$ cat src/rtl/seven_segment_bcd_display.sv
// Binary-to-decimal seven-segment driver: iterative double-dabble conversion (one shift per clock),
// leading-zero blanking, overflow dashes and whole-display blinking. Segments are active low.
module seven_segment_bcd_display #(
  parameter int BIN_WIDTH  = 7,
  parameter int NUM_DIGITS = 2,
  parameter int BLINK_DIV  = 12_500_000
) (
  input  logic                    i_Clk,
  input  logic                    i_Rst,
  input  logic [BIN_WIDTH-1:0]    i_Value,
  input  logic                    i_Load,
  input  logic                    i_Blank_Lz,
  input  logic                    i_Blink_En,
  output logic                    o_Busy,
  output logic                    o_Done,
  output logic                    o_Overflow,
  output logic [7*NUM_DIGITS-1:0] o_Segments
);

  function automatic logic [63:0] pow10(input int n);
    logic [63:0] r;
    r = 64'd1;
    for (int i = 0; i < n; i++) r = r * 64'd10;
    return r;
  endfunction

  function automatic logic [6:0] seg_dec(input logic [3:0] d);
    case (d)
      4'd0:    return 7'b1000000;
      4'd1:    return 7'b1111001;
      4'd2:    return 7'b0100100;
      4'd3:    return 7'b0110000;
      4'd4:    return 7'b0011001;
      4'd5:    return 7'b0010010;
      4'd6:    return 7'b0000010;
      4'd7:    return 7'b1111000;
      4'd8:    return 7'b0000000;
      4'd9:    return 7'b0010000;
      default: return 7'b0111111;
    endcase
  endfunction

  localparam int          BCD_W = 4 * NUM_DIGITS;
  localparam int          SEG_W = 7 * NUM_DIGITS;
  localparam int          CNT_W = $clog2(BIN_WIDTH + 1);
  localparam int          BLK_W = $clog2(BLINK_DIV);
  localparam logic [63:0] LIMIT = pow10(NUM_DIGITS);
  localparam logic [6:0]  DASH  = 7'b0111111;

  typedef enum logic [1:0] {S_IDLE, S_SHIFT, S_DONE} state_t;

  state_t               state_q, state_d;
  logic [BIN_WIDTH-1:0] bin_q, bin_d, bin_sh;
  logic [BCD_W-1:0]     bcd_q, bcd_d, bcd_adj, bcd_sh;
  logic [CNT_W-1:0]     cnt_q, cnt_d;
  logic                 ovf_pend_q, ovf_pend_d, ovf_q, ovf_d;
  logic                 busy_q, busy_d, done_q, done_d;
  logic [SEG_W-1:0]     disp_q, disp_d, disp_new, seg_q, seg_d;
  logic [BLK_W-1:0]     blk_q, blk_d;
  logic                 phase_on_q, phase_on_d;
  logic                 lz;
  logic [3:0]           nib;

  always_comb begin
    // Add-3 correction on every nibble, then shift {bcd,bin} left by one.
    bcd_adj = bcd_q;
    for (int k = 0; k < NUM_DIGITS; k++)
      if (bcd_q[4*k +: 4] >= 4'd5) bcd_adj[4*k +: 4] = bcd_q[4*k +: 4] + 4'd3;
    bcd_sh = {bcd_adj[BCD_W-2:0], bin_q[BIN_WIDTH-1]};
    bin_sh = {bin_q[BIN_WIDTH-2:0], 1'b0};

    // Digits from the final shift; walk down from the top blanking zeros until a nonzero digit.
    disp_new = '1;
    lz       = i_Blank_Lz;
    nib      = '0;
    for (int k = NUM_DIGITS - 1; k >= 0; k--) begin
      nib = bcd_sh[4*k +: 4];
      if (ovf_pend_q) begin
        disp_new[7*k +: 7] = DASH;
      end else if (lz && nib == 4'd0 && k != 0) begin
        disp_new[7*k +: 7] = 7'b1111111;
      end else begin
        disp_new[7*k +: 7] = seg_dec(nib);
        lz                 = 1'b0;
      end
    end
  end

  always_comb begin
    state_d    = state_q;
    bin_d      = bin_q;
    bcd_d      = bcd_q;
    cnt_d      = cnt_q;
    ovf_pend_d = ovf_pend_q;
    ovf_d      = ovf_q;
    busy_d     = busy_q;
    done_d     = 1'b0;
    disp_d     = disp_q;
    case (state_q)
      S_IDLE: if (i_Load) begin
        bin_d      = i_Value;
        bcd_d      = '0;
        cnt_d      = '0;
        ovf_pend_d = 64'(i_Value) >= LIMIT;
        busy_d     = 1'b1;
        state_d    = S_SHIFT;
      end
      S_SHIFT: begin
        bin_d = bin_sh;
        bcd_d = bcd_sh;
        cnt_d = cnt_q + 1'b1;
        // Last shift: publish digits so they are visible during the DONE cycle.
        if (cnt_q == CNT_W'(BIN_WIDTH - 1)) begin
          state_d = S_DONE;
          done_d  = 1'b1;
          ovf_d   = ovf_pend_q;
          disp_d  = disp_new;
        end
      end
      S_DONE: begin
        busy_d  = 1'b0;
        state_d = S_IDLE;
      end
      default: state_d = S_IDLE;
    endcase

    blk_d      = '0;
    phase_on_d = 1'b1;
    if (i_Blink_En) begin
      if (blk_q == BLK_W'(BLINK_DIV - 1)) begin
        blk_d      = '0;
        phase_on_d = ~phase_on_q;
      end else begin
        blk_d      = blk_q + 1'b1;
        phase_on_d = phase_on_q;
      end
    end
    seg_d = phase_on_d ? disp_d : '1;
  end

  always_ff @(posedge i_Clk) begin
    if (i_Rst) begin
      state_q    <= S_IDLE;
      bin_q      <= '0;
      bcd_q      <= '0;
      cnt_q      <= '0;
      ovf_pend_q <= 1'b0;
      ovf_q      <= 1'b0;
      busy_q     <= 1'b0;
      done_q     <= 1'b0;
      disp_q     <= '1;
      seg_q      <= '1;
      blk_q      <= '0;
      phase_on_q <= 1'b1;
    end else begin
      state_q    <= state_d;
      bin_q      <= bin_d;
      bcd_q      <= bcd_d;
      cnt_q      <= cnt_d;
      ovf_pend_q <= ovf_pend_d;
      ovf_q      <= ovf_d;
      busy_q     <= busy_d;
      done_q     <= done_d;
      disp_q     <= disp_d;
      seg_q      <= seg_d;
      blk_q      <= blk_d;
      phase_on_q <= phase_on_d;
    end
  end

  assign o_Busy     = busy_q;
  assign o_Done     = done_q;
  assign o_Overflow = ovf_q;
  assign o_Segments = seg_q;

endmodule

$ cat config.mk
export PLATFORM = sky130hd
export DESIGN_NAME = seven_segment_bcd_display
export DESIGN_NICKNAME = d
export VERILOG_FILES = /design/src/rtl/seven_segment_bcd_display.sv
export SDC_FILE = /design/constraint.sdc
export NUM_CORES = 1
export LEC_CHECK = 0
export CORE_MARGIN = 3
export CORE_UTILIZATION = 60
export CTS_CLUSTER_SIZE = 16
export DETAILED_ROUTE_END_ITERATION = 7
export DONT_BUFFER_PORTS = 1
export GPL_TIMING_DRIVEN = 0
export PLACE_DENSITY = 0.85
export SLEW_MARGIN = 20
export SYNTH_ARGS = -nofsm -noshare
export SYNTH_HDL_FRONTEND = slang
export SYNTH_SLANG_ARGS = --single-unit
$ cat constraint.sdc
create_clock -name i_Clk -period 7.2 [get_ports i_Clk]
set_clock_uncertainty 0.15 [all_clocks]
set_input_delay 1.44 -clock i_Clk [delete_from_list [all_inputs] [get_ports i_Clk]]
set_output_delay 1.44 -clock i_Clk [all_outputs]
set_load 0.05 [all_outputs]
# --- Yosys cells after proc, flatten, opt, wreduce, memory -nomap -nowiden ---
# Memory sizes are Yosys's and may differ from the RTL's.
# Index checks and enable logic that the tools add are counted.
op_classes:
  n_eq_ne: 6
  n_reduce_logical: 13
  addsub: 4
  bitwise_logic: 4
  n_lt_le_gt_ge: 3
  muxes: 21
ops:
  columns: ["op", "n"]
  rows:
  - ["$mux W14", 2]
  - ["$mux W7", 4]
  - ["$add A24 B1 Y24 const B", 1]
  - ["$eq A24 B24 Y1 const B", 1]
  - ["$pmux W8 S2", 1]
  - ["$pmux W7 S2", 1]
  - ["$reduce_and A2 Y1", 5]
  - ["$ge A4 B3 Y1 const B", 2]
  - ["$mux W8", 1]
  - ["$ge A7 B7 Y1 const B", 1]
  - ["$mux W3", 2]
  - ["$pmux W3 S2", 1]
  - ["$add A4 B2 Y4 const B", 1]
  - ["$logic_not A4 Y1", 1]
  - ["$mux W1", 4]
  - ["$mux W2", 2]
  - ["$mux W4", 1]
  - ["$ne A2 B2 Y1 const B", 2]
  - ["$not A1 Y1", 4]
  - ["$pmux W2 S2", 1]
  - ["$reduce_bool A2 Y1", 2]
  - ["$reduce_or A2 Y1", 2]
  - ["$add A3 B1 Y3 const B", 1]
  - ["$add A3 B2 Y3 const B", 1]
  - ["7 further kinds", 7]
word_totals:
  regBits: 77
  mem_count: 2
  wordCells: 65
  mem_bits_ro: 224
  out_inout_bits: 17
mem_list:
  columns: ["name", "depth", "word_bits", "read_ports", "rd_clocked_by_memory_dff", "wr", "line_no", "rtl"]
  rows:
  - ["(no name shown)", 16, 7, 1, 0, 0, "28", "case (d)"]
  - ["(no name shown)", 16, 7, 1, 0, 0, "28", null]

# --- Depth between registers and ports, before layout ---
logic_depth:
  ltp_word: 8
  depth_mapped: 11

# --- Worst setup path after synthesis ---
# OpenSTA, ideal clock, no wires.
synth_timing:
  path_type: "input to register"
  startpoint: "input port i_Rst"
  endpoint: "register seg_q[4], in the netlist o_Segments[4]"
  stages: 5
  setup_slack_ns: 4.252
  arrival_ns: 2.675
  t_required_ns: 6.927
  path_cell_list: "clkbuf_1 or3_1 a2111oi_0 nor2_1 or2_2"
synth_via:
  elab_chain_len: 1
synth_lines:
  columns: ["item", "line_no", "rtl"]
  rows:
  - ["from (decl)", "9", "input logic i_Rst,"]
  - ["$reduce_or A2 Y1 (no line)", null, null]
  - ["to (signal assigned)", "165", "seg_q <= seg_d;"]
  - ["to (decl)", "58", "logic [SEG_W-1:0] disp_q, disp_d, disp_new, seg_q, seg_d;"]
# Every way passes these cells.
# A chain may end at the register's enable or synchronous reset.

# --- Worst setup path in the final report ---
layout_timing:
  startpoint: "input port i_Rst"
  endpoint: "register seg_q[10], in the netlist o_Segments[10]"
# Same word-level chain as after synthesis.

==> metrics.md <==
| Metric | Value |
|---|---|
| Status | `completed` |
| Top Ports | `29` |
| Compound-cell area share of the yosys netlist | `14.8%` |
| Largest family of logic cells by synthesized area | `simple AND/OR/NAND/NOR gates` |
| Clock Pin Slew Worst Setup and Hold Paths | `0.08 ns` |
| Grt ovf | `0` |
| WL final | `7.68 mm` |
| Total GRT Usage | `25.0%` |
| Final Max Tran Viols | `0` |
| Antenna cells | `0` |
| Worst Setup End Kind | `flip-flop` |
| Placer's final routability congestion estimate | `0.889` |
| Setup TNS | `0 ns` |
| WS Path Type | `in2reg` |
| Finish-stage setup viols | `0` |
| H-tree lvl count | `3` |
| Initial DRT Pass Iterations | `6` |
| Share of layout cells above drive strength 1 | `7.40%` |
| Total number of vias | `2924` |
| Final-layout fill cell count | `409` |
| Area Growth Syn to Fin | `9.46%` |
| Final net count | `434` |
| Worst slew pin tran | `0.991 ns` |
| Top-area cell type share of the netlist area | `45.5%` |
| Final HPWL DP | `5.45 mm` |
| PwrDens | `228 mW/mm^2` |
| Wl on met1 | `3.37 mm` |
| Synthesized net count | `423` |
| Area of the mapped netlist | `0.00339 mm^2` |
| Synth Area in Adders | `2.96%` |
| DR top layer | `met4` |
| Post-synthesis mux area share | `0.887%` |
| Slew margin rel. | `33.3%` |
| DRC viols | `0` |
| Largest area contributor in the netlist | `dfxtp_1` |
| Clock buffer depth | `2` |
| Register area | `0.00154 mm^2` |
| Final Cycle Share | `40.4%` |
| Largest net degree at the start of global routing | `14` |
| CTS Buf Count | `9` |
| CTS resizes | `0` |
| Post-synthesis cell type count | `47` |
| Global-route wire length before repair | `12.5 mm` |
| CTS tree | `built` |
| Yosys reg bits | `77` |
| Initial antenna violation count | `0` |
| CTS Hold Bufs | `0` |
| Final cell count without fillers | `489` |
| Peak Freq | `344 MHz` |
| DR WL met2 | `3.73 mm` |
| Largest cells by area after synthesis | `dfxtp_1 (46%), nor2_1 (8.1%), nand2_1 (4.0%)` |
| Min cycle time layout | `2.91 ns` |
| Vias per cell | `5.98` |
| Footprint of the multi-input gates | `0.00171 mm^2` |
| Die W | `81.1 um` |
| Initial core utilization | `64.2%` |
| Final hold viol count | `0` |
| Synth Flop Type | `dfxtp_1` |
| Vias in the first global route | `2733` |
| Die area | `0.00658 mm^2` |
| Max cap viols | `0` |
| CP Cell Sequence | `clkbuf_1 -> nor3_1 -> o31ai_1 -> o21bai_1 -> o32a_1 -> nand2b_1` |
| Pre-CTS setup slack | `3.98 ns` |
| Min-Delay Path Class | `reg2reg` |
| WL/cell | `15.7 um` |
| Port Buf Inserts | `0` |
| Post-Syn Instances | `403` |
| Synth Warn # | `0` |
| Peak VDD IR | `0.000148 V` |
| Sink Count | `77` |
| Crit-path slowest cell | `nor3_1` |
| Root buf cell | `clkbuf_8` |
| Final worst slack | `4.29 ns` |
| Xor and xnor fraction of the mapped netlist area | `5.43%` |
| Avg Cell Area, Syn | `8.40 um^2` |
| Startpoint Class | `primary input` |
| Critical Path AT | `3.00 ns` |
| Ys async rst share | `0%` |
| EDFF count, synth | `0` |
| Met3 Routed Length | `430 um` |
| Cell Count Post-Placement | `473` |
| Register area share after synthesis | `45.5%` |
| Worst-path maximum fanout | `10` |
| Starting DRC count in detailed routing | `177` |
| RSZ-0062 raised after global routing | `no` |
| CP max stage delay | `0.44 ns` |
| P_leak | `0.00131 uW` |
| Crit path required time | `7.30 ns` |
| Post-route ant nets | `0` |
| Die height | `81.1 um` |
| Worst skew pair latency | `0.36 ns` |
| Core box area | `0.00527 mm^2` |
| Post-Synth Simple-Gate Area | `26.5%` |
| Row cnt | `26` |
| Post CTS Setup Buffer Count | `0` |
## logic make-up after synthesis
logic type | count (synthesis)
and+or+nand+nor | 186
DFF | 77
AOI/OAI and AO/OA | 74
buffers and inverters | 34
xor gates and xnor gates | 21
adders and majority gates | 8
muxes | 3
## power breakdown
| group | total, uW | switching, uW | internal, uW | leakage (uW) |
|---|---|---|---|---|
| combinational | 34.5 | 23.4 | 11.1 | 0.000570 |
| clock | 373 | 158 | 215 | 0.000116 |
| sequential | 437 | 5.77 | 431 | 0.000624 |
## critical path: cells and delay by family
kind / cells / cell delay, ns
AOI/OAI and AO/OA: 3 / 0.79
buffers and inverters: 1 / 0.19
and+or+nand+nor: 2 / 0.58
## state kept, by name, summed over array words and instances (netlist names)
| name | count |
|---|---|
| cnt_q | 3 |
| bin_q | 7 |
| state_q | 2 |
| bcd_q | 8 |
| blk_q | 24 |
| disp_q | 14 |
| ovf_pend_q | 1 |
| o_Segments | 14 |
| o_Overflow | 1 |
| o_Busy | 1 |
| o_Done | 1 |
| phase_on_q | 1 |
## metal layers
metal | GRT usage, % | up-vias
met5 | 0 | -
met4 | 11.3 | 0
met3 | 7.54 | 16
met2 | 41.2 | 89
met1 | 29.9 | 1393
li1 | - | 1426
## area by class of cell
class,count,share of cell area (%)
Buffer,18,1.89
Multi-Input combinational cell,292,46.3
Clock inverter,5,2.19
Tap cell,70,2.36
Inverter,16,1.62
Clock buffer,11,4.09
Sequential cell,77,41.6
## path summary, 6_finish.rpt
check                               from              to  slack, ns  cells after the start
worst min-delay path            blk_q[0]        blk_q[0]       0.30                      1
worst max register to register  bcd_q[1]   o_Segments[3]       4.32                      9
worst min register to register  blk_q[0]        blk_q[0]       0.30                      1
worst max-delay path               i_Rst  o_Segments[10]       4.29                      6
## synth_stat cells, types with 2 or more instances
cell type / count
mux2i_1: 3
inv_1: 16
o21ai_0: 15
a21oi_1: 16
o32a_1: 2
a211oi_1: 4
o31ai_1: 5
xnor2_1: 12
o22a_1: 3
a211o_1: 2
o211ai_1: 2
xor2_1: 9
nor3b_1: 4
or2_2: 10
or4_1: 2
nand2_1: 36
and3_1: 2
and2_1: 2
buf_2: 2
or3_1: 9
clkbuf_1: 16
nand4_1: 9
a311oi_1: 7
a22oi_1: 8
nand3_1: 7
a2111oi_0: 2
nand2b_1: 10
nor4_1: 4
ha_1: 8
nor3_1: 10
nor2_1: 73
dfxtp_1: 77
a31oi_1: 2
## placed cells by master, fill, tap and decap left out, types with 10 or more instances in the layout
master	count
a21oi_1	16
or2_2	10
o21ai_0	15
clkbuf_8	11
clkbuf_1	16
nor3_1	10
xnor2_1	12
nand2b_1	10
inv_1	16
dfxtp_1	77
nand2_1	36
nor2_1	73
## through the flow
stage	util (%)	hold WS (ns)	cell area, um^2	total power (uW)
3_3_place_gp	65.9	0.278	3470	479
3_5_place_dp	65.9	0.288	3470	480
6_report	70.3	0.304	3710	844
5_1_grt	70.3	0.329	3710	871
2_1_floorplan	-	0.268	3390	472
4_1_cts	70.3	0.306	3710	848
Note: power is estimated with default switching activity, not from simulation.
